$ cat src/rtl/cycle_sequencer.sv
// cycle_sequencer: multi-cycle FETCH/DECODE/EXEC/MEM/WB control with wait-states, run/step, halt and fault.
module cycle_sequencer #(
   parameter int MEM_WAIT_MAX = 15,
   parameter int CNT_W        = 16
) (
   input  logic             clock,
   input  logic             reset_n,
   input  logic             run,
   input  logic             step,
   input  logic [3:0]       opcode,
   input  logic             mem_ready,
   output logic [2:0]       state,
   output logic             mem_rd,
   output logic             mem_wr,
   output logic             ir_we,
   output logic             pc_we,
   output logic             alu_en,
   output logic             reg_we,
   output logic             busy,
   output logic [CNT_W-1:0] cycle_count
);
   localparam int WW = (MEM_WAIT_MAX < 2) ? 1 : $clog2(MEM_WAIT_MAX + 1);

   typedef enum logic [2:0] {
      S_IDLE, S_FETCH, S_DECODE, S_EXEC, S_MEM, S_WB, S_HALTED, S_FAULT
   } state_t;

   state_t           state_q, state_d;
   logic [3:0]       op_q, op_d;
   logic [WW-1:0]    wait_q, wait_d;
   logic             one_q, one_d;
   logic [CNT_W-1:0] cnt_q, cnt_d;
   logic             timeout;
   state_t           eoi;

   always_ff @(posedge clock or negedge reset_n) begin
      if (!reset_n) begin
         state_q <= S_IDLE;
         op_q    <= '0;
         wait_q  <= '0;
         one_q   <= 1'b0;
         cnt_q   <= '0;
      end else begin
         state_q <= state_d;
         op_q    <= op_d;
         wait_q  <= wait_d;
         one_q   <= one_d;
         cnt_q   <= cnt_d;
      end
   end

   always_comb begin
      state_d = state_q;
      op_d    = op_q;
      wait_d  = wait_q;
      one_d   = one_q;
      mem_rd  = 1'b0;
      mem_wr  = 1'b0;
      ir_we   = 1'b0;
      pc_we   = 1'b0;
      alu_en  = 1'b0;
      reg_we  = 1'b0;
      timeout = (wait_q == WW'(MEM_WAIT_MAX)) && !mem_ready;
      eoi     = (run && !one_q) ? S_FETCH : S_IDLE;
      case (state_q)
         S_IDLE: begin
            state_d = (run || step) ? S_FETCH : S_IDLE;
            one_d   = !run && step;
         end
         S_FETCH: begin
            mem_rd  = !timeout;
            ir_we   = mem_ready;
            pc_we   = mem_ready;
            state_d = mem_ready ? S_DECODE : timeout ? S_FAULT : S_FETCH;
            wait_d  = mem_ready ? '0 : wait_q + 1'b1;
         end
         S_DECODE: begin
            op_d    = opcode;
            state_d = (opcode == 4'h0) ? eoi :
                      (opcode == 4'hF) ? S_HALTED :
                      (opcode >= 4'hB) ? S_FAULT : S_EXEC;
         end
         S_EXEC: begin
            alu_en  = 1'b1;
            pc_we   = (op_q == 4'hA);
            state_d = (op_q == 4'hA) ? eoi : op_q[3] ? S_MEM : S_WB;
         end
         S_MEM: begin
            mem_rd  = !timeout && (op_q == 4'h8);
            mem_wr  = !timeout && (op_q == 4'h9);
            state_d = mem_ready ? ((op_q == 4'h8) ? S_WB : eoi) : timeout ? S_FAULT : S_MEM;
            wait_d  = mem_ready ? '0 : wait_q + 1'b1;
         end
         S_WB: begin
            reg_we  = 1'b1;
            state_d = eoi;
         end
         default: state_d = state_q;
      endcase
      if (state_q != S_IDLE && state_d == S_IDLE) one_d = 1'b0;
      cnt_d = (busy && !(&cnt_q)) ? cnt_q + 1'b1 : cnt_q;
   end

   assign state       = state_q;
   assign busy        = !(state_q == S_IDLE || state_q == S_HALTED || state_q == S_FAULT);
   assign cycle_count = cnt_q;
endmodule

$ cat config.mk
export PLATFORM = sky130hd
export DESIGN_NAME = cycle_sequencer
export DESIGN_NICKNAME = d
export VERILOG_FILES = /design/src/rtl/cycle_sequencer.sv
export SDC_FILE = /design/constraint.sdc
export NUM_CORES = 1
export LEC_CHECK = 0
export BUFFER_PORTS_ARGS = -buffer_cell sky130_fd_sc_hd__buf_2
export CORE_AREA = 10 10 78 80
export CTS_CLUSTER_DIAMETER = 40
export CTS_CLUSTER_SIZE = 30
export DETAILED_ROUTE_END_ITERATION = 8
export DIE_AREA = 0 0 88 90
export GPL_ROUTABILITY_DRIVEN = 0
export REMOVE_ABC_BUFFERS = 1
export SLEW_MARGIN = 20
export SYNTH_ARGS = -nofsm -noshare
export SYNTH_HDL_FRONTEND = slang
export SYNTH_SLANG_ARGS = --single-unit
$ cat constraint.sdc
create_clock -name clock -period 1.55 [get_ports clock]
set_input_delay 0.2325 -clock clock [delete_from_list [all_inputs] [get_ports clock]]
set_output_delay 0.2325 -clock clock [all_outputs]
set_load 0.05 [all_outputs]
Word-level counts from Yosys, hierarchy flattened
Index checks and enable logic that the tools add are counted. W data, S select, Z words.

Flip-flop bits (word level): 28. Input port bits: 9. Output and inout port bits: 26. Word-level logic and storage cells: 65.

$add $sub $neg: 2. Magnitude comparators: 1. Equal/unequal tests: 12. Multiplexer cells: 22. Reduce and logical (&&, ||, !) cells: 23.

Operators by type and width (number): $mux W3 (8); $eq A4 B4 Y1 const B (5); $pmux W3 S6 (1); $add A16 B1 Y16 const B (1); $reduce_and A16 Y1 (1); $eq A3 B3 Y1 const B (4); $mux W1 (9); $logic_and A1 B1 Y1 (7); $eq A3 B2 Y1 const B (2); $logic_not A1 Y1 (6); $logic_not A3 Y1 (2); $add A4 B1 Y4 const B (1); $ge A4 B4 Y1 const B (1); $logic_not A4 Y1 (1); $mux W4 (1); $pmux W1 S2 (2); $eq A3 B1 Y1 const B (1); $logic_or A1 B1 Y1 (3); $reduce_bool A3 Y1 (1); $mux W2 (1); $reduce_bool A2 Y1 (1); $reduce_or A2 Y1 (1).

Logic depth before layout (Yosys ltp)
Gate-level depths: netlist of run 1.

Word-level depth: 9. Depth in mapped cells: 6. Mapped depth without buffers: 6.

Worst setup path before layout of run 1
No wires, ideal clock.

Kind: flip-flop to output port. Start point: register state_q[0] (netlist: state[0]). End point: output mem_rd. Arrival time: 2.289 ns. Data required time: 1.317 ns. Slack: -0.972 ns. Cell stages (with the launch flop): 5. Path buffers: 1. Cell sequence: dfrtp_1 > buf_2 > nor2b_1 > nor2_1 > nor3_1.

Longest elaborated chain between the ends: 2. Elaborated cells between the ends (all ways): 3. Those cells by class: eq/ne: 2; mux: 1.

RTL lines: start, declared (RTL line 28) `state_t state_q, state_d;`; start signal, assigned (RTL line 44) `state_q <= state_d;`; $eq A3 B3 Y1 or $eq A3 B1 Y1 (tied branches) (RTL line 65) `case (state_q)`; $pmux W1 S2 (*) (RTL line 65); end, declared (RTL line 13) `output logic mem_rd,`.

Every way passes the cells marked *; elsewhere a longest branch is shown, timed or not.

Final worst setup path of run 1
Start point: register op_q[0]. End point: output mem_rd.

Longest elaborated chain between the ends: 3.

RTL lines: start, declared (RTL line 29) `logic [3:0] op_q, op_d;`; start signal, assigned (RTL line 45) `op_q <= op_d;`; $eq A4 B4 Y1 (RTL line 89) `mem_rd = !timeout && (op_q == 4'h8);`; $logic_and A1 B1 Y1 (RTL line 89); $pmux W1 S2 (RTL line 65).

Every way passes these cells.

==> reports/results.md, run 1 <==
## Outcome
* **status** finished, violations left
* **failing checks** negative setup slack

## Clocking
* **Worst-path clk slew** 90 ps
* **CTS tree** done
* **TritonCTS sink count** 28
* **clock tree root driver cell** sky130_fd_sc_hd__clkbuf_8
* **clock buffer depth** 2
* **clk_lat worst skew** 270 ps
* **H-tree level count** 1
* **number of buffers created by CTS** 3

## Synthesis
* **Syn. warnings** 0
* **post-synthesis cell type count** 46
* **top post-synthesis cells by area** sky130_fd_sc_hd__dfrtp_1 46%, sky130_fd_sc_hd__xnor2_1 6.9%, sky130_fd_sc_hd__mux2_2 3.7%
* **Top FF cell, synth** sky130_fd_sc_hd__dfrtp_1
* **post-synthesis compound-gate area fraction** 0.118
* **main combinational cell family by area after synthesis** simple AND/OR/NAND/NOR gates
* **share of the synthesized area in the top cell type** 0.458
* **Yosys top cell by area** sky130_fd_sc_hd__dfrtp_1
* **average footprint of a synthesized cell** 10.0 sq um
* **number of enable flip-flop cells after synthesis** 0
* **basic-gate share of the synthesized area counting and, or, nand and nor cells** 0.257
* **share of synthesized area occupied by flip-flops and latches** 0.458
* **fraction of synthesis flops using an asynchronous set or reset pin** 1.00
* **post-synthesis xor/xnor area fraction** 0.0801
* **post-synthesis adder-cell area fraction** 0.0163
* **cell area after technology mapping** 1530 sq um
* **number of register bits inferred by synthesis** 28
* **cell count after synthesis** 153
* **proportion of synthesized area in mux cells** 0.0433

## STA
* **Setup Total Neg Slack** -1580 ps
* **hold_ws** 223 ps
* **final worst path period need** 1960 ps
* **Final Worst Setup Slack** -408 ps
* **clock skew** 5.96 ps
* **setup-violating endpoint count in the final report** 15
* **Slew @ Worst Pin** 618 ps
* **final critical-path share of the clock period** 1.26
* **worst max-slew margin expressed relative to the limit** 0.588
* **setup repair after global routing missed its margin** true
* **fmax** 511 MHz
* **count of final hold-check violations** 0
* **max-slew violations** 0

## GRT
* **maximum number of pins on one net before global-route repair** 29
* **via count of the first global-routing pass** 1,479
* **first-pass GRT wire length** 6860 um
* **Global Route Usage Sum** 0.101
* **GRT Residual Overflow** 0
* **initial antenna violation count** 0

## Setup path
* **kind of critical path** reg2out
* **Critical Path Source Type** flip-flop
* **type of destination of the critical path** primary output
* **crit path DAT** 1730 ps
* **data required time of the worst path** 1320 ps
* **critical-path maximum fanout** 3

## Die
* **die boundary width** 88 um
* **area of the core** 4600 sq um
* **starting utilization of the core area** 0.333
* **# IOs** 35
* **full die area** 7920 sq um
* **Die H** 90 um
* **Placement Rows** 25

## Routing
* **drt first-iter violations** 41
* **wire length per cell** 13.6 um
* **number of vias after detailed routing** 1,473
* **DR DRC count** 0
* **routed vias/inst** 4.94
* **Total Routed Length** 4060 um
* **number of nets still failing antenna checks after routing** 0
* **DR pass1 iterations** 4

## Placed design
* **DP Worst Slack** -355 ps
* **half-perimeter wire length after detailed placement** 3010 um
* **total placed instance area** 2100 sq um
* **quantity of I/O buffers inserted on ports** 34
* **number of placed cells counting well taps** 284

## Cells and area
* **area delta synth->final** 64.4%
* **total inserted antenna cells** 0
* **post-route cell area** 2520 sq um
* **Nets** 256
* **fraction of final layout cells sized beyond drive strength 1** 0.553
* **count of placed standard cells in the final layout, fillers left out** 298
* **utilization of the core after routing** 0.547
* **# fillers** 394

## Pwr
* **P_leak** 1.17 nW
* **final total power** 5.06 mW
* **power per cell area** 2010 nW/um^2
* **Worst VDD drop** 0.00138 V

## Hold path
* **Hold/Removal Path Class** in2reg

## Run
* **Max Cap Violations** 0

[routing by layer]
metal  wire (um)  global-route usage  up-vias
li1            -                   -      744
met1        1920               0.132      694
met2        1890               0.161       31
met3         226              0.0244        4
met4          26              0.0279        0
met5           0                   0        -
[kinds of logic (layout without fill, tap and decap cells)]
group                    after synthesis  after routing
AO/OA/AOI/OAI                         26             26
AND/OR/NAND/NOR                       67             67
adder cells (fa/ha/maj)                2              2
XOR/XNOR                              14             14
flip-flops                            28             28
buffers and inverters                 10            101
multiplexers                           6              6
[registers in the layout, summed over array words and instances, names as in the netlist]
signal and count:
wait_q 4, one_q 1, op_q 4, cycle_count 16
state 3
[placed cells by master (no fill, tap or decap), types with 2 or more instances in the layout]
cell type,n
sky130_fd_sc_hd__buf_4,51
sky130_fd_sc_hd__dfrtp_1,28
sky130_fd_sc_hd__buf_2,27
sky130_fd_sc_hd__xnor2_1,12
sky130_fd_sc_hd__buf_6,11
sky130_fd_sc_hd__nand2_1,9
sky130_fd_sc_hd__nand4_1,8
sky130_fd_sc_hd__inv_1,5
sky130_fd_sc_hd__a21oi_1,5
sky130_fd_sc_hd__nor3_1,5
sky130_fd_sc_hd__mux2_2,5
sky130_fd_sc_hd__nand2b_1,4
sky130_fd_sc_hd__o21ai_0,4
sky130_fd_sc_hd__nor2_1,4
sky130_fd_sc_hd__nand3_1,4
sky130_fd_sc_hd__clkbuf_8,4
sky130_fd_sc_hd__nor2b_4,3
sky130_fd_sc_hd__and3_1,3
sky130_fd_sc_hd__nand3_2,3
sky130_fd_sc_hd__nand3b_1,2
sky130_fd_sc_hd__a21o_1,2
sky130_fd_sc_hd__nor2_2,2
sky130_fd_sc_hd__nor3_4,2
sky130_fd_sc_hd__xor2_1,2
[cell type report]
| cell class | instances | area, sq um | area share |
|---|---|---|---|
| Clock buffer | 4 | 55.1 | 0.0219 |
| Inverter | 6 | 22.5 | 0.00895 |
| Multi-Input combinational cell | 115 | 1000 | 0.399 |
| Sequential cell | 28 | 701 | 0.278 |
| Tap cell | 54 | 67.6 | 0.0268 |
| Timing Repair Buffer | 91 | 667 | 0.265 |
[cells in the mapped netlist, drive strengths merged, types with 4 or more instances]
cell and number:
nand3 8, mux2 5, nor3 7, nor2 6, xnor2 12, a21oi 6, nand2 11, inv 6
o21ai 6, dfrtp 28, nand4 8, nor2b 5, nand2b 4
[final timing paths]
path | slack (ps) | cells after the start | endpoint | startpoint
max | -410 | 5 | mem_rd | op_q[0]
max reg2reg | -150 | 7 | one_q | wait_q[1]
max in group asynchronous | 640 | 2 | cycle_count[12] | reset_n
min in group asynchronous | 500 | 2 | cycle_count[10] | reset_n
min reg2reg | 560 | 2 | cycle_count[13] | cycle_count[13]
min | 220 | 2 | one_q | run
[report_power, final]
part	switching (mW)	internal (mW)	total [mW]
Clock	0.220	0.227	0.447
Sequential	0.182	0.977	1.16
Combinational	1.90	1.55	3.45
Total	2.30	2.76	5.06
[critical path: stages, from the launching register on]
cell,delay (ps)
sky130_fd_sc_hd__dfrtp_1,390
sky130_fd_sc_hd__or4b_4,570
sky130_fd_sc_hd__nor2_2,90
sky130_fd_sc_hd__nor2_1,40
sky130_fd_sc_hd__nor3_1,140
sky130_fd_sc_hd__buf_4,230
[repair_timing]
action	in CTS	in global routing
endpoints found under the setup margin	26	28
buffers inserted	2	7
gates resized for setup	31	32
hold endpoints to repair	28	0
pin swaps	8	22
hold buffers	1	0
(Power assumes the default switching activity.)
==> run 2, diff against run 1 <==
--- a/config.mk
+++ b/config.mk
@@ -6,13 +6,14 @@
 export NUM_CORES = 1
 export LEC_CHECK = 0
 export BUFFER_PORTS_ARGS = -buffer_cell sky130_fd_sc_hd__buf_2
-export CORE_AREA = 10 10 78 80
+export CORE_AREA = 8 8 76 78
 export CTS_CLUSTER_DIAMETER = 40
 export CTS_CLUSTER_SIZE = 30
 export DETAILED_ROUTE_END_ITERATION = 8
-export DIE_AREA = 0 0 88 90
+export DIE_AREA = 0 0 84 86
 export GPL_ROUTABILITY_DRIVEN = 0
 export REMOVE_ABC_BUFFERS = 1
+export SKIP_LAST_GASP = 1
 export SLEW_MARGIN = 20
 export SYNTH_ARGS = -nofsm -noshare
 export SYNTH_HDL_FRONTEND = slang
==> reports/results.md, run 2 (same netlist as run 1, synthesis figures left out) <==
## Outcome
* **status** finished, violations left
* **failing checks** negative setup slack

## Cells and area
* **commonest cells after routing, fill and taps aside** 53 x sky130_fd_sc_hd__buf_4, 27 x sky130_fd_sc_hd__dfrtp_1, 27 x sky130_fd_sc_hd__buf_2
* **total inserted antenna cells** 0
* **area delta synth->final** 72.0%
* **most common library cell in the layout ignoring fill and taps** sky130_fd_sc_hd__buf_4
* **utilization of the core after routing** 0.573
* **Storage cell area** 702 sq um
* **total area of multi-input combinational cells** 1050 sq um
* **fraction of final layout cells sized beyond drive strength 1** 0.582
* **# fillers** 396
* **Nets** 261
* **Largest register FFs** 16

## Routing
* **Total Routed Length** 4680 um
* **wire length per cell** 15.4 um
* **DR DRC count** 0
* **number of nets still failing antenna checks after routing** 0
* **number of vias after detailed routing** 1,531
* **routed vias/inst** 5.05
* **DR pass1 iterations** 4
* **drt first-iter violations** 40

## STA
* **setup repair after global routing missed its margin** true
* **max-slew violations** 0
* **final critical-path share of the clock period** 1.28
* **count of final hold-check violations** 0
* **worst max-slew margin expressed relative to the limit** 0.576
* **hold_ws** 192 ps
* **Slew @ Worst Pin** 636 ps
* **final worst path period need** 1980 ps
* **clock skew** 2.18 ps
* **fmax** 506 MHz
* **Final Worst Setup Slack** -427 ps
* **setup-violating endpoint count in the final report** 25

## Clocking
* **clk_lat worst skew** 280 ps
* **clock tree root driver cell** sky130_fd_sc_hd__clkbuf_8
* **number of buffers created by CTS** 3
* **clock buffer depth** 2
* **Worst-path clk slew** 100 ps
* **CTS tree** done
* **H-tree level count** 1
* **TritonCTS sink count** 28

## Setup path
* **kind of critical path** reg2out
* **data required time of the worst path** 1320 ps
* **crit path DAT** 1740 ps
* **Critical Path Source Type** flip-flop
* **critical-path maximum fanout** 3
* **type of destination of the critical path** primary output

## Placed design
* **quantity of I/O buffers inserted on ports** 34
* **half-perimeter wire length after detailed placement** 2990 um

## GRT
* **initial antenna violation count** 0
* **first-pass GRT wire length** 7260 um
* **GRT Residual Overflow** 0
* **via count of the first global-routing pass** 1,583
* **maximum number of pins on one net before global-route repair** 29
* **Global Route Usage Sum** 0.121

## Die
* **starting utilization of the core area** 0.333
* **Placement Rows** 25
* **area of the core** 4600 sq um
* **Die H** 86 um
* **# IOs** 35
* **full die area** 7220 sq um
* **die boundary width** 84 um

## Run
* **Max Cap Violations** 0

## Pwr
* **Worst VDD drop** 0.00105 V
* **P_leak** 1.24 nW
* **power per cell area** 2000 nW/um^2

## Hold path
* **Hold/Removal Path Class** in2reg

-- run 2: cell count changes in the layout (fill, tap and decap cells not counted), moves of 2 or more --
cell	before	now
sky130_fd_sc_hd__nand3_1	4	2
sky130_fd_sc_hd__xnor2_2	0	2
sky130_fd_sc_hd__buf_4	51	53
sky130_fd_sc_hd__xnor2_1	12	10
sky130_fd_sc_hd__buf_6	11	14
sky130_fd_sc_hd__nand3_4	1	3
-- run 2: timing repair --
item,4_1_cts,5_1_grt
gates resized for setup,38,38
endpoints found under the hold margin,28,0
endpoints found under the setup margin,25,30
setup buffers,9,9
hold buffers,1,0
pin swaps,12,32
-- run 2: per-stage QoR --
stage	setup slack [ps]	std cells	area, sq um	power [mW]	setup TNS (ps)
floorplan	-909	149	1510	2.85	-11530
global route	-507	303	2630	5.59	-5020
finish	-427	303	2630	5.28	-2800
CTS	-437	296	2400	4.88	-1480
detailed placement	-291	282	2090	3.86	-3450
global placement	-248	282	2090	3.82	-2890
-- run 2: power by group --
group	total [mW]	internal, mW	switching [mW]
combinational	3.53	1.57	1.96
sequential	1.16	0.978	0.182
clock	0.586	0.346	0.239
total	5.28	2.90	2.38
-- run 2: routing by layer --
layer / routed length [um] / track usage / vias up / part of all wire
met3: 248 / 0.0303 / 5 / 0.053
li1: - / - / 751 / -
met2: 2390 / 0.214 / 38 / 0.51
met4: 53 / 0.0377 / 0 / 0.011
met1: 1980 / 0.138 / 737 / 0.42
met5: 0 / 0 / - / 0
-- run 2: path summary, 6_finish.rpt --
| kind | startpoint | end | slack [ps] | cells after the start |
|---|---|---|---|---|
| min in group asynchronous | reset_n | cycle_count[10] | 500 | 2 |
| worst max-delay path | op_q[0] | mem_rd | -430 | 5 |
| worst max register to register | wait_q[0] | one_q | -140 | 7 |
| max in group asynchronous | reset_n | state[2] | 600 | 2 |
| worst min register to register | one_q | one_q | 540 | 2 |
| worst min-delay path | run | one_q | 190 | 2 |
-- run 2: worst max-delay path, stage by stage (launching register included) --
cell and delay, ps:
sky130_fd_sc_hd__dfrtp_1 390, sky130_fd_sc_hd__or4b_4 560, sky130_fd_sc_hd__nor2_1 110, sky130_fd_sc_hd__nor2_1 50
sky130_fd_sc_hd__nor3_1 130, sky130_fd_sc_hd__buf_4 230
-- run 2: cell type report --
cell class                      count  area share
Multi-Input combinational cell    115       0.400
Timing Repair Buffer               96       0.272
Sequential cell                    28       0.267
Tap cell                           54      0.0257
Clock buffer                        3      0.0157
Clock inverter                      1      0.0114
Inverter                            6     0.00950
